`config.mk`:
```
export PLATFORM = sky130hd
export DESIGN_NAME = crc_serial_gen
export DESIGN_NICKNAME = d
export VERILOG_FILES = /design/src/rtl/crc_serial_gen.sv
export SDC_FILE = /design/constraint.sdc
export NUM_CORES = 1
export LEC_CHECK = 0
export BUFFER_PORTS_ARGS = -buffer_cell sky130_fd_sc_hd__buf_2
export CORE_MARGIN = 2
export CORE_UTILIZATION = 45
export DETAILED_ROUTE_END_ITERATION = 7
export GPL_TIMING_DRIVEN = 0
export PLACE_DENSITY = 0.63
export SYNTH_ARGS = -nofsm -noshare
export SYNTH_HDL_FRONTEND = slang
export SYNTH_SLANG_ARGS = --single-unit
```
`constraint.sdc`:
```
create_clock -name clk -period 2.25 [get_ports clk]
set_clock_uncertainty 0.15 [all_clocks]
set_input_delay 0.225 -clock clk [delete_from_list [all_inputs] [get_ports clk]]
set_output_delay 0.225 -clock clk [all_outputs]
set_load 0.005 [all_outputs]
```
`src/rtl/crc_serial_gen.sv`:
```
// Bit-serial CRC generator: folds one message bit per clock, then streams the CRC MSB-first.
// Optional CRC_PASSTHRU_EN: message bits are forwarded on crc_out ahead of the CRC.
module crc_serial_gen #(
  parameter int          CRC_W = 4,
  parameter logic [31:0] POLY  = 32'h0000_0009,
  parameter logic [31:0] INIT  = 32'h0000_0000
) (
  input  logic clk,
  input  logic rst_n,
  input  logic crc_start,
  input  logic data,
  input  logic data_valid,
  input  logic data_last,
  output logic data_ready,
  output logic crc_out,
  output logic crc_valid,
  input  logic crc_ready,
  output logic crc_last,
  output logic busy
);

  localparam int                 IDX_W   = $clog2(CRC_W);
  localparam logic [CRC_W-1:0]   POLY_T  = POLY[CRC_W-1:0];
  localparam logic [CRC_W-1:0]   INIT_T  = INIT[CRC_W-1:0];
  localparam logic [IDX_W-1:0]   IDX_TOP = IDX_W'(CRC_W - 1);
  localparam logic [IDX_W-1:0]   IDX_ONE = IDX_W'(1);
  localparam logic [IDX_W-1:0]   IDX_ZERO = IDX_W'(0);

  typedef enum logic [1:0] {
    ST_IDLE    = 2'd0,
    ST_COLLECT = 2'd1,
    ST_EMIT    = 2'd2
  } state_t;

  function automatic logic [CRC_W-1:0] crc_step(input logic [CRC_W-1:0] c, input logic b);
    logic fb;
    fb = b ^ c[CRC_W-1];
    return {c[CRC_W-2:0], 1'b0} ^ (fb ? POLY_T : {CRC_W{1'b0}});
  endfunction

  state_t           state_r, state_nx_s;
  logic [CRC_W-1:0] crc_r, crc_nx_s, step_s;
  logic [IDX_W-1:0] idx_r, idx_nx_s, idx_dec_s;
  logic             crc_out_r, out_nx_s;
  logic             crc_valid_r, valid_nx_s;
  logic             crc_last_r, last_nx_s;
  logic             data_ready_s, accept_s, xfer_s;
`ifdef CRC_PASSTHRU_EN
  // tail_r: crc_out still holds the final message bit; the CRC starts after its transfer
  logic             tail_r, tail_nx_s;
`endif

`ifdef CRC_PASSTHRU_EN
  assign data_ready_s = (state_r == ST_COLLECT) && (!crc_valid_r || crc_ready);
`else
  assign data_ready_s = (state_r == ST_COLLECT);
`endif
  assign accept_s  = data_valid && data_ready_s;
  assign xfer_s    = crc_valid_r && crc_ready;
  assign step_s    = crc_step(crc_r, data);
  assign idx_dec_s = idx_r - IDX_ONE;

  // Next-state and next-output logic; crc_start overrides everything else
  always_comb begin
    state_nx_s = state_r;
    crc_nx_s   = crc_r;
    idx_nx_s   = idx_r;
    out_nx_s   = crc_out_r;
    valid_nx_s = crc_valid_r;
    last_nx_s  = crc_last_r;
`ifdef CRC_PASSTHRU_EN
    tail_nx_s  = tail_r;
`endif
    if (crc_start) begin
      state_nx_s = ST_COLLECT;
      crc_nx_s   = INIT_T;
      idx_nx_s   = IDX_ZERO;
      out_nx_s   = 1'b0;
      valid_nx_s = 1'b0;
      last_nx_s  = 1'b0;
`ifdef CRC_PASSTHRU_EN
      tail_nx_s  = 1'b0;
`endif
    end else begin
      case (state_r)
        ST_IDLE: begin
          state_nx_s = ST_IDLE;
        end
        ST_COLLECT: begin
`ifdef CRC_PASSTHRU_EN
          if (xfer_s) begin
            valid_nx_s = 1'b0;
            out_nx_s   = 1'b0;
          end else begin
            valid_nx_s = crc_valid_r;
          end
          if (accept_s) begin
            crc_nx_s   = step_s;
            out_nx_s   = data;
            valid_nx_s = 1'b1;
            last_nx_s  = 1'b0;
            if (data_last) begin
              state_nx_s = ST_EMIT;
              idx_nx_s   = IDX_TOP;
              tail_nx_s  = 1'b1;
            end else begin
              state_nx_s = ST_COLLECT;
            end
          end else begin
            crc_nx_s = crc_r;
          end
`else
          if (accept_s && data_last) begin
            crc_nx_s   = step_s;
            state_nx_s = ST_EMIT;
            idx_nx_s   = IDX_TOP;
            out_nx_s   = step_s[CRC_W-1];
            valid_nx_s = 1'b1;
            last_nx_s  = 1'b0;
          end else if (accept_s) begin
            crc_nx_s = step_s;
          end else begin
            crc_nx_s = crc_r;
          end
`endif
        end
        ST_EMIT: begin
          if (!xfer_s) begin
            state_nx_s = ST_EMIT;
`ifdef CRC_PASSTHRU_EN
          end else if (tail_r) begin
            tail_nx_s = 1'b0;
            out_nx_s  = crc_r[IDX_TOP];
            last_nx_s = 1'b0;
`endif
          end else if (idx_r == IDX_ZERO) begin
            state_nx_s = ST_IDLE;
            out_nx_s   = 1'b0;
            valid_nx_s = 1'b0;
            last_nx_s  = 1'b0;
          end else begin
            idx_nx_s  = idx_dec_s;
            out_nx_s  = crc_r[idx_dec_s];
            last_nx_s = (idx_dec_s == IDX_ZERO);
          end
        end
        default: begin
          state_nx_s = ST_IDLE;
          out_nx_s   = 1'b0;
          valid_nx_s = 1'b0;
          last_nx_s  = 1'b0;
        end
      endcase
    end
  end

  // State, CRC register, bit index and registered output stage
  always_ff @(posedge clk or negedge rst_n) begin
    if (!rst_n) begin
      state_r     <= ST_IDLE;
      crc_r       <= INIT_T;
      idx_r       <= IDX_ZERO;
      crc_out_r   <= 1'b0;
      crc_valid_r <= 1'b0;
      crc_last_r  <= 1'b0;
`ifdef CRC_PASSTHRU_EN
      tail_r      <= 1'b0;
`endif
    end else begin
      state_r     <= state_nx_s;
      crc_r       <= crc_nx_s;
      idx_r       <= idx_nx_s;
      crc_out_r   <= out_nx_s;
      crc_valid_r <= valid_nx_s;
      crc_last_r  <= last_nx_s;
`ifdef CRC_PASSTHRU_EN
      tail_r      <= tail_nx_s;
`endif
    end
  end

  assign data_ready = data_ready_s;
  assign crc_out    = crc_out_r;
  assign crc_valid  = crc_valid_r;
  assign crc_last   = crc_last_r;
  assign busy       = (state_r != ST_IDLE);

endmodule

```
==> results.ini <==
[grt]
grt_pass1_vias = 568
grt_first_pass_wirelength_mm = 2.38
grtUsageTotal = 0.168
grt-ovfl-total = 0
grt_antenna_before_repair = 0
largest_net_degree_at_the_start_of_global_routing = 12

[power_and_ir_drop]
netSwitchingFraction = 0.329
internal_power_uw = 380
pwrdens_mw_per_mm2 = 694
max-vdd-ir-drop_mv = 0.404
clock_share_of_power = 0.237
share_comb_of_total_power = 0.337
switchingPower_uw = 186
total_leakage_power_nw = 0.376
part_of_the_power_in_registers = 0.426

[timing]
hold_viol_final = 0
clock.fmax_ghz = 0.550
setup_violations = 0
worst_slew_slack_as_a_fraction_of_its_limit = 0.685
timing.final.crit_share = 0.809
rsz0062_at_grt = no
final_worst_path_period_need_ns = 1.82
final-max-slew-violation-count = 0
post_route_setup_tns_ns = 0
max_slew.worst_pin.slew_ns = 0.473

[clock_tree]
cts_made_buffers = 3
cts.path.max_buffers = 2
root_buffer = sky130_fd_sc_hd__clkbuf_4
numClockSinks = 11
number_of_resized_instances_in_the_post_cts_repair_step = 0
cts.htree.levels = 1
clk_latency_ns = 0.26
tritoncts = yes
cts.reportedPaths.clkPinSlew_ns = 0.07

[floorplan]
design.core.area_sq_mm = 0.00149
die_w_microns = 43.6
num_io_pins = 12
die_area_sq_mm = 0.00190
floorplan.initialDensity = 0.473
row_count = 14
die_y_microns = 43.6

[place]
dp_hpwl_mm = 1.04
routabilityCongestion = 0.729
dpl.cell_count = 99
io_buffer_count = 11

[logic_synthesis]
synth_warnings = 0
synth_area_per_cell_sq_um = 9.78
ys_dominant_reg_cell = sky130_fd_sc_hd__dfrtp_1
synthesis.nets = 84
synth_register_bits = 11
synth_edf_count = 0
number_of_distinct_library_cells_after_synthesis = 28
cell_area_after_synthesis_sq_um = 704
syn-instance-count = 72
synth_sequential_area_ratio = 0.391
synthArstFlopShare = 1.00

[route]
drt_first_pass_iters = 3
initialDrtViolationCount = 6
detail_route.drc_violations = 0
via_per_inst = 5.54
wl_mm = 1.35
wl_per_cell_microns = 13.0
vias = 576
detail-route-antenna-nets = 0

[finish]
final_util = 0.548
flow.area_growth_from_synthesis_pct = 15.8
drive_above_1_share = 0.227
final-instance-count-excl-fill = 104
finish.net_count = 101
n_antenna_cell = 0

[worst_hold_path]
worstHoldPathType = input pin to flip-flop
holdPathStages = 2

[setup_path]
critPathArrivalTime_ns = 1.80
worst-endpoint-required_ns = 2.23
crit_type = flip-flop to flip-flop
worst_setup_path_start_kind = flip-flop
crit_path_end_kind = flip-flop
critical_path_peak_fanout = 10
rr_worst_depth = 7

[job]
cap_viol_max_count = 0

[run_status]
run_status = finished, final reports clean

[layout make-up]
class,instances,area [sq um]
Clock buffer,4,26.3
Tap cell,16,20.0
Multi-Input combinational cell,53,392
Sequential cell,11,275
Fill cell,149,673
Buffer,2,15.0
Timing Repair Buffer,12,65.1
Inverter,6,22.5
[sequential cells by signal, summed over array words and instances (netlist names)]
register and count:
crc_last 1, crc_out 1, crc_r 4, crc_valid 1, idx_r 2, state_r 2
[placed cells by master (no fill, tap or decap)]
master                          netlist  final
sky130_fd_sc_hd__dfrtp_1             11     11
sky130_fd_sc_hd__buf_2                0     11
sky130_fd_sc_hd__a21oi_1              7      7
sky130_fd_sc_hd__inv_1                6      6
sky130_fd_sc_hd__nand2_1              5      5
sky130_fd_sc_hd__ha_1                 5      5
sky130_fd_sc_hd__nor2_1               4      4
sky130_fd_sc_hd__xnor2_1              3      3
sky130_fd_sc_hd__nand2b_1             3      3
sky130_fd_sc_hd__mux2i_1              3      3
sky130_fd_sc_hd__nand3_1              3      3
sky130_fd_sc_hd__clkbuf_4             0      3
sky130_fd_sc_hd__or3_1                2      2
sky130_fd_sc_hd__clkbuf_1             1      2
sky130_fd_sc_hd__a311oi_1             2      2
sky130_fd_sc_hd__nor3_1               2      2
sky130_fd_sc_hd__a211oi_1             2      2
sky130_fd_sc_hd__buf_6                1      1
sky130_fd_sc_hd__o21ai_0              1      1
sky130_fd_sc_hd__nand4b_1             1      1
sky130_fd_sc_hd__a21boi_4             1      1
sky130_fd_sc_hd__a21oi_2              1      1
sky130_fd_sc_hd__nor3b_1              1      1
sky130_fd_sc_hd__a21boi_2             1      1
sky130_fd_sc_hd__or3_4                1      1
sky130_fd_sc_hd__nand3b_1             1      1
sky130_fd_sc_hd__o41ai_2              1      1
sky130_fd_sc_hd__and3_1               1      1
sky130_fd_sc_hd__a21o_1               1      1
sky130_fd_sc_hd__nor4_1               1      1
sky130_fd_sc_hd__dlygate4sd3_1        0      1
[metal layers]
layer  global-route usage  vias to the layer above  wire length (microns)  share of wire
met3               0.0292                        2                     34          0.025
met1                0.205                      278                    613           0.45
met5                    0                        -                      0              0
met2                0.276                        9                    691           0.51
li1                     -                      287                      -              -
met4               0.0970                        0                      9         0.0067
[synthesized netlist by cell type (2+ instances only)]
cell                       instances  area, sq um
sky130_fd_sc_hd__a211oi_1          2         15.0
sky130_fd_sc_hd__a311oi_1          2         17.5
sky130_fd_sc_hd__inv_1             6         22.5
sky130_fd_sc_hd__nor2_1            4         15.0
sky130_fd_sc_hd__ha_1              5         62.6
sky130_fd_sc_hd__dfrtp_1          11          275
sky130_fd_sc_hd__nand2b_1          3         18.8
sky130_fd_sc_hd__nand2_1           5         18.8
sky130_fd_sc_hd__a21oi_1           7         35.0
sky130_fd_sc_hd__or3_1             2         12.5
sky130_fd_sc_hd__mux2i_1           3         30.0
sky130_fd_sc_hd__xnor2_1           3         26.3
sky130_fd_sc_hd__nor3_1            2         10.0
sky130_fd_sc_hd__nand3_1           3         15.0
[through the flow]
| stage | instance area, sq um | total power [mW] | hold WS (ns) | setup WS (ns) |
|---|---|---|---|---|
| after floorplan | 704 | 0.383 | -0.221 | 0.529 |
| after global placement | 779 | 0.433 | -0.0392 | 0.465 |
| after detailed placement | 779 | 0.437 | -0.0393 | 0.440 |
| after CTS | 816 | 0.576 | 0.00830 | 0.410 |
| after global routing | 816 | 0.613 | 0.0103 | 0.298 |
| final | 816 | 0.566 | 0.0141 | 0.430 |
[power groups by stage]
stage,Combinational [mW],Sequential [mW],Clock [mW]
after global routing,0.216,0.245,0.152
after floorplan,0.142,0.241,0
after global placement,0.190,0.244,0
after CTS,0.194,0.241,0.141
final,0.191,0.241,0.134
after detailed placement,0.192,0.245,0
[cells by family after synthesis]
kind of cell,synth area share
and+or+nand+nor,0.195
AOI/OAI and AO/OA,0.192
buffers and inverters,0.0533
xor gates and xnor gates,0.0373
muxes,0.0426
DFF,0.391
adders and majority gates,0.0888
[what timing repair did]
action                                 4_1_cts  5_1_grt
endpoints found under the hold margin       11        0
hold buffers                                 1        0
buffers inserted                             0        0
[final timing paths]
kind | slack (ns) | end | startpoint
max in group asynchronous | 1.53 | state_r[1] | rst_n
hold reg to reg | 0.36 | state_r[0] | state_r[0]
min in group asynchronous | 0.21 | crc_last | rst_n
setup / recovery | 0.43 | crc_last | state_r[1]
setup reg to reg | 0.43 | crc_last | state_r[1]
hold / removal | 0.01 | crc_out | crc_start
[critical path: stages (launching register included)]
cell	delay, ns
sky130_fd_sc_hd__dfrtp_1	0.36
sky130_fd_sc_hd__inv_1	0.06
sky130_fd_sc_hd__ha_1	0.20
sky130_fd_sc_hd__buf_6	0.14
sky130_fd_sc_hd__a21boi_4	0.15
sky130_fd_sc_hd__or3_4	0.39
sky130_fd_sc_hd__a21oi_1	0.16
sky130_fd_sc_hd__nor2_1	0.06
No activity file was read; power rests on OpenSTA's default activity.
